## config.mk

```make
export PLATFORM = sky130hd
export DESIGN_NAME = vga_scan_gen
export DESIGN_NICKNAME = d
export VERILOG_FILES = /design/src/rtl/vga_scan_gen.sv
export SDC_FILE = /design/constraint.sdc
export NUM_CORES = 1
export LEC_CHECK = 0
export CAP_MARGIN = 20
export CORE_ASPECT_RATIO = 0.8
export CORE_MARGIN = 5
export CORE_UTILIZATION = 45
export DETAILED_ROUTE_END_ITERATION = 7
export GPL_TIMING_DRIVEN = 0
export PLACE_DENSITY = 0.68
export SETUP_SLACK_MARGIN = 0.02
export SLEW_MARGIN = 20
export SYNTH_ARGS = -nofsm -noshare
export SYNTH_HDL_FRONTEND = slang
export SYNTH_SLANG_ARGS = --single-unit
```

## constraint.sdc

```tcl
create_clock -name clk -period 3.3 [get_ports clk]
set_input_delay 0.66 -clock clk [delete_from_list [all_inputs] [get_ports clk]]
set_output_delay 0.66 -clock clk [all_outputs]
set_load 0.01 [all_outputs]
```

## src/rtl/vga_scan_gen.sv

```systemverilog
// Raster timing generator for the 640x480 VGA path: pixel-rate enable,
// visible-area coordinates, active-low syncs and line/frame boundary strobes.
module vga_scan_gen #(
    parameter int H_ACTIVE = 640,
    parameter int H_FP     = 16,
    parameter int H_SYNC   = 96,
    parameter int H_BP     = 48,
    parameter int V_ACTIVE = 480,
    parameter int V_FP     = 10,
    parameter int V_SYNC   = 2,
    parameter int V_BP     = 33,
    parameter int CLK_DIV  = 2
) (
    input  logic       clk,
    input  logic       reset,
    output logic       pix_tick,
    output logic [9:0] col,
    output logic [8:0] row,
    output logic       video_on,
    output logic       hsync,
    output logic       vsync,
    output logic       line_start,
    output logic       frame_start
);

    localparam int H_TOTAL = H_ACTIVE + H_FP + H_SYNC + H_BP;
    localparam int V_TOTAL = V_ACTIVE + V_FP + V_SYNC + V_BP;
    localparam int HW      = $clog2(H_TOTAL + 1);
    localparam int VW      = $clog2(V_TOTAL + 1);
    localparam int DW      = (CLK_DIV > 1) ? $clog2(CLK_DIV) : 1;

    localparam logic [DW-1:0] DIV_LAST = DW'(CLK_DIV - 1);
    localparam logic [HW-1:0] H_LAST   = HW'(H_TOTAL - 1);
    localparam logic [VW-1:0] V_LAST   = VW'(V_TOTAL - 1);
    localparam logic [HW-1:0] H_VIS    = HW'(H_ACTIVE);
    localparam logic [VW-1:0] V_VIS    = VW'(V_ACTIVE);
    localparam logic [HW-1:0] HS_BEG   = HW'(H_ACTIVE + H_FP);
    localparam logic [HW-1:0] HS_END   = HW'(H_ACTIVE + H_FP + H_SYNC);
    localparam logic [VW-1:0] VS_BEG   = VW'(V_ACTIVE + V_FP);
    localparam logic [VW-1:0] VS_END   = VW'(V_ACTIVE + V_FP + V_SYNC);

    logic [DW-1:0] div_r;
    logic [DW-1:0] div_s;
    logic [HW-1:0] h_r;
    logic [HW-1:0] h_s;
    logic [VW-1:0] v_r;
    logic [VW-1:0] v_s;
    logic          run_r;
    logic          h_wrap_s;
    logic          v_wrap_s;
    logic          vis_s;

    // Next-state counters; run_r holds the divider for one cycle after reset
    // so that (0,0) is presented for a full CLK_DIV clks before the first tick.
    always_comb begin
        div_s    = div_r;
        h_s      = h_r;
        v_s      = v_r;
        h_wrap_s = 1'b0;
        v_wrap_s = 1'b0;
        if (run_r) begin
            if (div_r == DIV_LAST) begin
                div_s = '0;
            end else begin
                div_s = div_r + DW'(1);
            end
        end else begin
            div_s = div_r;
        end
        if (pix_tick) begin
            if (h_r == H_LAST) begin
                h_s      = '0;
                h_wrap_s = 1'b1;
                if (v_r == V_LAST) begin
                    v_s      = '0;
                    v_wrap_s = 1'b1;
                end else begin
                    v_s = v_r + VW'(1);
                end
            end else begin
                h_s = h_r + HW'(1);
            end
        end else begin
            h_s = h_r;
        end
        vis_s = (h_s < H_VIS) && (v_s < V_VIS);
    end

    // State and output registers; outputs decode the next-state counters.
    always_ff @(posedge clk) begin
        if (reset) begin
            div_r       <= '0;
            h_r         <= '0;
            v_r         <= '0;
            run_r       <= 1'b0;
            pix_tick    <= 1'b0;
            col         <= 10'd0;
            row         <= 9'd0;
            video_on    <= 1'b0;
            hsync       <= 1'b1;
            vsync       <= 1'b1;
            line_start  <= 1'b0;
            frame_start <= 1'b0;
        end else begin
            div_r       <= div_s;
            h_r         <= h_s;
            v_r         <= v_s;
            run_r       <= 1'b1;
            pix_tick    <= (div_s == DIV_LAST);
            video_on    <= vis_s;
            col         <= vis_s ? 10'(h_s) : 10'd0;
            row         <= vis_s ? 9'(v_s) : 9'd0;
            hsync       <= !((h_s >= HS_BEG) && (h_s < HS_END));
            vsync       <= !((v_s >= VS_BEG) && (v_s < VS_END));
            line_start  <= h_wrap_s;
            frame_start <= v_wrap_s;
        end
    end

endmodule

```

# After elaboration in Yosys (flattened, before gate mapping)
# Cells that the tools add are included.
[totals] elab_cells=42 out_inout_bits=25 input_bits=2 register_bits=46
[op_classes] n_reduce_logical=8 bitwise_logic=3 n_addsub=3 n_mux=9 n_eq_ne=2 magnitude_cmp=6
[op_table] cell="10-bit two-way mux" n=5
[op_table] cell="10-bit by 1-bit adder with 10-bit output (second input constant)" n=2
[op_table] cell="10-bit == test (second input constant)" n=2
[op_table] cell="10-bit less-than comparator (second input constant)" n=2
[op_table] cell="10-bit by 9-bit less-than comparator with 1-bit output (second input constant)" n=2
[op_table] cell="10-bit greater-or-equal comparator (second input constant)" n=1
[op_table] cell="10-bit by 9-bit greater-or-equal comparator with 1-bit output (second input constant)" n=1
[op_table] cell="1-bit two-way mux" n=4
[op_table] cell="2-bit OR reduction" n=2
[op_table] cell="1-bit logical AND" n=3
[op_table] cell="1-bit inverter" n=3
[op_table] cell="3-bit OR reduction" n=1
[op_table] cell="1-bit zero test" n=2
[op_table] cell="1-bit adder (second input constant)" n=1

# Depth between registers and ports, before layout
# Gate-level depths: netlist of run 1.
[depth] word_depth=8 ltp_mapped=9 mapped_depth_nobuf=8

# Worst setup path before layout of run 1
# No wires, ideal clock.
[synth_path] path_type="register to register" from="reg div_r (netlist name)" to="reg col[0]" period_less_slack_ns=2.350 path_buffers=2 arrival_ns=2.258 required_time_ns=3.208 setup_time_ns=0.092 path_stages_with_launch=9 setup_slack_ns=0.950 path_cell_list="dfxtp_1 clkbuf_1 nand3_1 o221a_1 a211oi_2 a21oi_1 or3_1 buf_6 nor4_1"
[synth_lines] element="to (signal assigned)" line_no="111" source="col <= vis_s ? 10'(h_s) : 10'd0;"
[synth_lines] element="to (decl)" line_no="17" source="output logic [9:0] col,"

# Worst setup path in the final report of run 1
[layout_path] from="reg h_r[5]" to="reg col[3]"
[layout_via] elab_chain_cells=7 word_cells_on_any_way=11 cone_classes="add/sub: 1; order compare: 2; eq/ne: 1; mux: 4; bitwise: 1; reduce/logical: 2"
[layout_lines] element="from (decl)" line_no="44" source="logic [HW-1:0] h_r;"
[layout_lines] element="from (signal assigned)" line_no="106" source="h_r <= h_s;"
[layout_lines] element="10-bit by 1-bit adder with 10-bit output / 10-bit == test (equally long branches)" line_no="81, 71"
[layout_lines] element="10-bit two-way mux" line_no="71" source="if (h_r == H_LAST) begin"
[layout_lines] element="10-bit two-way mux" line_no="70" source="if (pix_tick) begin"
[layout_lines] element="10-bit less-than comparator / 10-bit by 9-bit less-than comparator with 1-bit output (equally long branches)" line_no="86" source="vis_s = (h_s < H_VIS) && (v_s < V_VIS);"
[layout_lines] element="1-bit logical AND" line_no="86"
[layout_lines] element="1-bit inverter (no line)"
[layout_lines] element="2-bit OR reduction (no line)"
# Parallel ways exist; a longest one is shown, timed or not.
# A chain may end at the register's enable or synchronous reset.

==> impl_metrics.csv, run 1 <==
group,metric,value,unit
critical_path,critPathRequiredTime,3.49,ns
critical_path,critPathMaxFanout,10,
route,drt_first_pass_iters,4,
critical_path,path_depth,8,
cts,cts.clk_slew.worst_paths,0.08,ns
synth,synth_cell_types,37,
cts,post_cts_buffers,0,
critical_path,r2r_setup_slack,0.63,ns
grt,grt_max_degree,15,
cts,cts.sinks,46,
synth,synth_edf_count,0,
cts,hold_buffers,0,
die,die_height,67.0,um
critical_path,endpoint,"col[3]",
route,wl,3690,um
critical_path,crit_start,"h_r[5]",
synth,syn_avg_cell_area,9.23,um2
placement,portBuffers,25,
cts,cts_made_buffers,5,
critical_path,cp_slowest_cell,"or4b_1",
timing,drv_slew,0,
power,p_per_area,435,mW/mm2
finish,fillers,380,
critical_path,rr_startpoint,"h_r[5]",
die,rows,20,
placement,place_ws,0.645,ns
critical_path,cp_cell_sequence,"or4b_1, buf_2, a211o_1, a21oi_1, a21oi_1, or3_1, buf_6, nor4_1",
finish,n_antenna_cell,0,
critical_path,endpoint_kind,"flop",
placement,gp_congestion,0.818,
finish,area_growth,22.7,%
timing,relSlewSlack,66.8,%
die,io_pins,27,
route,wl_per_cell,12.9,um
grt,overflow,0,
die,core-area,0.00385,mm2
timing,min_period,2.67,ns
grt,antenna_found_initial,0,
synth,syn_area,0.00183,mm2
grt,grt_first_pass_wirelength,6380,um
finish,fin_nets,235,
timing,finalSetupViolations,0,
synth,ys_seq_area_share,50.4,%
grt,grt_use_total,15.5,%
cts,cts_buffer_depth,2,
critical_path,cpLargestDelayFamily,"simple AND/OR/NAND/NOR gates",
critical_path,worstSetupPathType,"flop to flop",
placement,hpwl,2620,um
timing,setup_slack,0.628,ns
synth,synth_nets,203,
cts,cts_max_level,2,
timing,fmax,374,MHz
timing,rsz0062_at_grt,"no",
die,initial_core_util,47.4,%
critical_path,r2r_cells,8,
hold_path,hold_path_class,"flop to flop",
timing,hold_viol,0,
cts,cts_resized,0,
route,drc_errors,0,
timing,whs,0.507,ns
timing,setup-tns-final,0,ns
finish,regArea,921,um2
power,p_leak,0.804,nW
timing,skew,0.00314,ns
timing,worst_pin_slew,0.498,ns
critical_path,timing.rr.end,"col[3]",
grt,grt_pass1_vias,1338,
finish,drive_above_1_share,8.23,%
route,vias_per_cell,5.09,
critical_path,worst_path_most_repeated_cell,"a21oi_1",
critical_path,critPathMaxStageDelay,0.51,ns
job,drv_cap,0,
route,vias,1455,
timing,fin_crit_sh,81.0,%
run_status,status,"finished clean",
cts,ctsRootBufferMaster,"clkbuf_8",
critical_path,cp.arrival,2.87,ns
cts,clkLatencyLatePin,0.30,ns
finish,multi_input_area,833,um2
synth,postSynth.asyncResetShare,0,%
hold_path,hold_start,"run_r",
synth,ys_ff_latch,46,
route,drtIter0Drc,105,
power,ir_drop,0.295,mV
synth,netlist_instances,198,
die,dieArea,0.00544,mm2
critical_path,worst-path-buf-inv,2,
route,ant_nets,0,
die,die_x,81.3,um
cts,cts_tree,"done",
synth,ys_warn_count,0,
critical_path,cp-start-kind,"flop",
synth,synth_top_flop_cell,"dfxtp_1",
[report_power, final]
| part | internal [mW] | total, mW | switching (mW) |
|---|---|---|---|
| logic | 0.0244 | 0.0538 | 0.0294 |
| clock network | 0.168 | 0.352 | 0.183 |
| registers | 0.565 | 0.570 | 0.00549 |
[Yosys cell counts, types with 2 or more instances]
| cell type | instances | area share [%] |
|---|---|---|
| a21oi_1 | 5 | 1.4 |
| a31oi_1 | 2 | 0.68 |
| and2_1 | 2 | 0.68 |
| buf_2 | 2 | 0.55 |
| buf_6 | 2 | 1.2 |
| clkbuf_1 | 7 | 1.4 |
| dfxtp_1 | 46 | 50 |
| ha_1 | 3 | 2.1 |
| inv_1 | 4 | 0.82 |
| nand2_1 | 11 | 2.3 |
| nand3_1 | 11 | 3.0 |
| nand4_1 | 7 | 2.4 |
| nor2_1 | 26 | 5.3 |
| nor2b_1 | 2 | 0.68 |
| nor3_1 | 24 | 6.6 |
| nor3_4 | 2 | 1.8 |
| nor3b_1 | 2 | 0.82 |
| nor4_1 | 4 | 1.4 |
| nor4_2 | 2 | 1.4 |
| nor4b_1 | 2 | 0.96 |
| o21ai_0 | 3 | 0.82 |
| o22ai_1 | 2 | 0.68 |
| or3_1 | 3 | 1.0 |
| xnor2_1 | 5 | 2.4 |
| xor2_1 | 7 | 3.4 |
[cells in the final DEF (no fill, tap or decap), types with 2 or more instances in the layout]
cell type / count
a21oi_1: 5
a31oi_1: 2
and2_1: 2
buf_2: 2
buf_6: 2
clkbuf_1: 7
clkbuf_8: 6
clkdlybuf4s50_1: 25
dfxtp_1: 46
ha_1: 3
inv_1: 4
nand2_1: 11
nand3_1: 11
nand4_1: 7
nor2_1: 26
nor2b_1: 2
nor3_1: 24
nor3_4: 2
nor3b_1: 2
nor4_1: 4
nor4_2: 2
nor4b_1: 2
o21ai_0: 3
o22ai_1: 2
or3_1: 3
xnor2_1: 5
xor2_1: 7
[worst min-delay path: stages (launching register included)]
cell and delay (ns):
dfxtp_1 0.33, xnor2_1 0.06, nor2_1 0.08
[per-layer routing]
layer	up-vias	routed length (um)	global-route usage (%)
met5	-	0	0
met4	0	60	6.33
met3	6	236	4.59
met2	37	1380	20.2
met1	646	2020	23.1
li1	766	-	-
[flip-flops by register name, indices dropped and copies added, names as in the netlist]
signal / flops
video_on: 1
run_r: 1
row: 9
col: 10
div_r: 1
hsync: 1
v_r: 10
vsync: 1
h_r: 10
line_start: 1
frame_start: 1
[cells by family after synthesis]
| logic type | Yosys count | share of synthesized area [%] |
|---|---|---|
| adder cells (fa/ha/maj) | 3 | 2.05 |
| AO/OA/AOI/OAI | 18 | 6.71 |
| flip-flops | 46 | 50.4 |
| multiplexers | 1 | 0.616 |
| XOR/XNOR | 12 | 5.75 |
| AND/OR/NAND/NOR | 103 | 30.5 |
| buffers and inverters | 15 | 4.04 |
[layout make-up]
class / count / share of cell area (%)
Buffer: 11 / 2.62
Clock buffer: 6 / 3.68
Clock inverter: 2 / 0.558
Inverter: 4 / 0.670
Multi-Input combinational cell: 137 / 37.2
Sequential cell: 46 / 41.1
Tap cell: 55 / 3.07
Timing Repair Buffer: 25 / 11.2
[per-stage QoR]
step / utilization [%] / total power [mW] / area [um2] / instances
floorplan: - / 0.618 / 1830 / 198
global placement: 55.7 / 0.637 / 2150 / 278
detailed placement: 55.7 / 0.637 / 2150 / 278
CTS: 58.2 / 0.988 / 2240 / 286
global route: 58.2 / 1.02 / 2240 / 286
finish: 58.2 / 0.975 / 2240 / 286
[worst min path at each step]
| stage | cells past startpoint | to |
|---|---|---|
| CTS | 2 | div_r |
| global route | 2 | div_r |
| global placement | 2 | div_r |
| detailed placement | 2 | div_r |
| floorplan | 2 | div_r |
| finish | 2 | div_r |
Power figures use the tool's default switching activity.
==> run 2: changes to the inputs <==
Clock period 3.3 ns to 2.5 ns, I/O delays scaled along.
==> impl_metrics.csv, run 2 (synthesized netlist as in run 1, its figures left out) <==
group,metric,value,unit
critical_path,worst_path_most_repeated_cell,"buf_6",
cts,clkLatencyLatePin,0.30,ns
timing,rsz0062_at_grt,"yes",
die,io_pins,27,
route,wl_per_cell,13.3,um
die,dieArea,0.00544,mm2
placement,place_ws,-0.155,ns
hold_path,hold_path_class,"flop to flop",
route,drtIter0Drc,73,
grt,grt_use_total,16.1,%
grt,grt_first_pass_wirelength,6590,um
die,die_x,81.3,um
timing,hold_viol,0,
timing,worst_pin_slew,0.516,ns
timing,drv_slew,0,
timing,finalSetupViolations,0,
timing,setup-tns-final,0,ns
finish,postLayoutCoreUtil,61.3,%
cts,cts.clk_slew.worst_paths,0.08,ns
finish,fin_nets,241,
placement,gp_congestion,0.818,
die,die_height,67.0,um
cts,cts_buffer_depth,2,
route,wl,3900,um
placement,portBuffers,25,
power,p_per_area,551,mW/mm2
power,ir_drop,0.391,mV
cts,cts_max_level,2,
critical_path,cp-start-kind,"flop",
timing,relSlewSlack,65.6,%
timing,setup_slack,0.0618,ns
critical_path,cp.arrival,2.64,ns
run_status,status,"finished clean",
cts,ctsRootBufferMaster,"clkbuf_8",
route,routed.top_layer,"met4",
finish,drive_above_1_share,14.8,%
timing,skew,0.00500,ns
grt,grt_pass1_vias,1365,
critical_path,critPathMaxFanout,10,
timing,fin_crit_sh,97.5,%
finish,reg.largest.list,"col x10, h_r x10, v_r x10",
grt,antenna_found_initial,0,
grt,overflow,0,
route,wl_met3,242,um
die,rows,20,
power,power,1.30,mW
cts,cts_made_buffers,5,
critical_path,cp_slowest_cell,"or4b_1",
timing,fmax,410,MHz
route,vias,1466,
route,wl_met2,1570,um
critical_path,endpoint_kind,"flop",
die,initial_core_util,47.4,%
cts,hold_buffers,0,
route,ant_nets,0,
route,wl_met1,2020,um
timing,min_period,2.44,ns
critical_path,cp_cell_sequence,"or4b_1, buf_6, a211o_1, a21oi_2, a21oi_1, or3_4, buf_6, nor4_2",
finish,final_cell_mix,"45 x dfxtp_1, 26 x nor2_1, 25 x clkdlybuf4s50_1, 22 x nor3_1, 11 x nand2_1",
placement,hpwl,2620,um
critical_path,critPathMaxStageDelay,0.53,ns
route,vias_per_cell,5.02,
die,core-area,0.00385,mm2
critical_path,worstSetupPathType,"flop to flop",
finish,layout_commonest_cell,"dfxtp_1",
route,drc_errors,0,
cts,cts_tree,"done",
grt,grt_max_degree,15,
power,p_leak,0.864,nW
finish,area_growth,29.3,%
critical_path,critPathRequiredTime,2.71,ns
cts,cts.sinks,46,
job,drv_cap,0,
finish,n_antenna_cell,0,
route,drt_first_pass_iters,4,
-- run 2: changes by cell type in the layout (fill, tap and decap cells not counted), sizes merged --
cell / previous run / this run
buf: 4 / 11
clkbuf: 13 / 12
-- run 2: per-layer routing --
layer  global-route usage, %  vias up
li1                        -      772
met1                    23.1      655
met2                    22.3       32
met3                    4.59        7
met4                    6.33        0
met5                       0        -
-- run 2: critical path, delay by kind of cell, from the launching register on --
kind	cells	cell delay (ns)
DFF	1	0.35
and+or+nand+nor	3	1.13
AOI/OAI and AO/OA	3	0.53
buffers and inverters	2	0.32
-- run 2: power breakdown --
part           switching (mW)  total [mW]  internal, mW
combinational          0.0414      0.0802        0.0388
clock                   0.245       0.467         0.222
sequential             0.0106       0.756         0.745
total                   0.297        1.30          1.01
-- run 2: worst paths after layout --
check | startpoint | to | slack, ns | depth (start not counted)
hold reg to reg | run_r | div_r | 0.51 | 2
setup / recovery | h_r[5] | col[3] | 0.06 | 8
hold / removal | run_r | div_r | 0.51 | 2
setup reg to reg | h_r[5] | col[3] | 0.06 | 8
-- run 2: final cells by class --
cell class | count | area, um2
fill | 357 | 1490
inverter | 4 | 15.0
sequential | 46 | 922
tap | 55 | 68.8
clock inverter | 2 | 12.5
timing repair buffer | 32 | 307
multi-input combinational | 137 | 895
clock buffer | 6 | 82.6
buffer | 10 | 61.3
-- run 2: per-stage QoR --
step	instances	instance area (um2)	hold WS, ns
3_3_place_gp	278	2150	0.489
6_report	292	2360	0.510
2_1_floorplan	198	1830	0.454
4_1_cts	292	2320	0.516
3_5_place_dp	278	2150	0.495
5_1_grt	292	2360	0.548
-- run 2: timing repair --
action	in CTS	in global routing
gates resized for setup	5	10
setup endpoints to repair	21	21
buffers inserted	6	1
pin swaps	5	2
==> run 3: changes to the inputs <==
Settings changed: PLACE_DENSITY 0.68 to 0.72.
Clock period 2.5 ns to 2.9 ns, I/O delays scaled along.
==> impl_metrics.csv, run 3 (synthesized netlist as in run 1, its figures left out) <==
group,metric,value,unit
power,p_leak,0.801,nW
finish,area_growth,22.7,%
critical_path,worstSetupPathType,"flop to flop",
cts,ctsRootBufferMaster,"clkbuf_8",
timing,drv_slew,0,
finish,layout_commonest_cell,"dfxtp_1",
timing,fmax,374,MHz
critical_path,rr_startpoint,"h_r[5]",
route,wl,3770,um
die,initial_core_util,47.4,%
grt,grt_pass1_vias,1349,
cts,cts_buffer_depth,2,
placement,portBuffers,25,
finish,fillers,364,
finish,multi_input_area,838,um2
placement,hpwl,2600,um
route,drc_errors,0,
timing,finalSetupViolations,0,
cts,clkLatencyLatePin,0.31,ns
cts,post_cts_buffers,0,
route,wl_per_cell,13.2,um
route,vias_per_cell,5.13,
die,core-area,0.00385,mm2
critical_path,endpoint_kind,"flop",
timing,rsz0062_at_grt,"no",
hold_path,hold_start,"run_r",
die,die_height,67.0,um
finish,n_antenna_cell,0,
cts,cts_max_level,2,
route,drtIter0Drc,68,
die,dieArea,0.00544,mm2
critical_path,critPathMaxFanout,10,
die,die_x,81.3,um
cts,cts.clk_slew.worst_paths,0.09,ns
critical_path,cp-start-kind,"flop",
hold_path,min_to,"div_r",
power,p_per_area,491,mW/mm2
timing,skew,0.0106,ns
job,drv_cap,0,
power,power,1.10,mW
grt,overflow,0,
route,drt_first_pass_iters,4,
cts,cts.sinks,46,
critical_path,r2r_cells,8,
timing,relSlewSlack,65.7,%
timing,fin_crit_sh,92.3,%
grt,antenna_found_initial,0,
critical_path,cp.arrival,2.87,ns
route,ant_nets,0,
power,ir_drop,0.328,mV
route,vias,1468,
run_status,status,"finished clean",
grt,grt_max_degree,16,
die,io_pins,27,
finish,final_cell_mix,"46 x dfxtp_1, 26 x nor2_1, 25 x clkdlybuf4s50_1, 24 x nor3_1, 11 x nand2_1",
hold_path,hold_path_class,"flop to flop",
critical_path,crit_start,"h_r[5]",
timing,worst_pin_slew,0.512,ns
grt,grt_first_pass_wirelength,6420,um
critical_path,critPathRequiredTime,3.09,ns
placement,gp_congestion,0.831,
finish,regArea,921,um2
finish,reg.largest.list,"col x10, h_r x10, v_r x10",
cts,cts_made_buffers,5,
critical_path,timing.rr.end,"vsync",
timing,setup-tns-final,0,ns
critical_path,r2r_setup_slack,0.22,ns
grt,grt_use_total,15.7,%
cts,cts_tree,"done",
timing,hold_viol,0,
die,rows,20,
timing,min_period,2.68,ns
hold_path,hold_path_depth,2,
finish,drive_above_1_share,8.66,%
finish,fin_nets,235,
==> run 3: final cells by class <==
cell class	instances	area share (%)
plain buffers	11	2.62
clock buffers	5	3.07
clock inverters	3	0.949
inverters	4	0.670
multi-input cells	137	37.4
flip-flops and latches	46	41.1
well taps	55	3.07
repair buffers	25	11.2
==> run 3: where the power goes <==
| part | total, mW | internal, mW | switching, mW | leakage [nW] |
|---|---|---|---|---|
| Sequential | 0.649 | 0.643 | 0.00646 | 0.372 |
| Combinational | 0.0621 | 0.0281 | 0.0341 | 0.384 |
| Clock | 0.389 | 0.169 | 0.220 | 0.0441 |
| Total | 1.10 | 0.840 | 0.261 | 0.801 |
==> run 3: repair_timing <==
action	in CTS	in global routing
hold buffers	0	0
endpoints found under the setup margin	0	9
gates resized for setup	0	1
==> run 3: critical path: stages (launching register included) <==
cell and delay, ns:
dfxtp_1 0.36, or4b_1 0.52, buf_2 0.19, nor4_2 0.36
nand3_1 0.14, xor2_1 0.21, nor3_4 0.48, buf_6 0.21
nand4b_1 0.10
==> run 3: worst max path at each step <==
stage / slack, ns / cells past startpoint / end
2_1_floorplan: 0.55 / 8 / col[0]
3_3_place_gp: 0.25 / 8 / vsync
3_5_place_dp: 0.18 / 8 / vsync
4_1_cts: 0.17 / 8 / vsync
5_1_grt: 0.07 / 8 / col[0]
6_report: 0.22 / 8 / vsync
==> run 3: metal layers <==
metal,part of all wire (%),vias to the layer above,GRT usage (%)
li1,-,761,-
met3,6.0,7,4.32
met5,0,-,0
met1,52,662,22.8
met2,39,38,21.2
met4,2.0,0,6.96
==> run 3: through the flow <==
stage               std cells  hold slack (ns)  worst slack (ns)  instance area, um2  util, %
finish                    286            0.514             0.223                2240     58.2
global placement          278            0.492             0.245                2150     55.7
detailed placement        278            0.477             0.184                2150     55.7
floorplan                 198            0.454             0.550                1830        -
global route              286            0.553            0.0652                2240     58.2
CTS                       286            0.516             0.167                2240     58.1
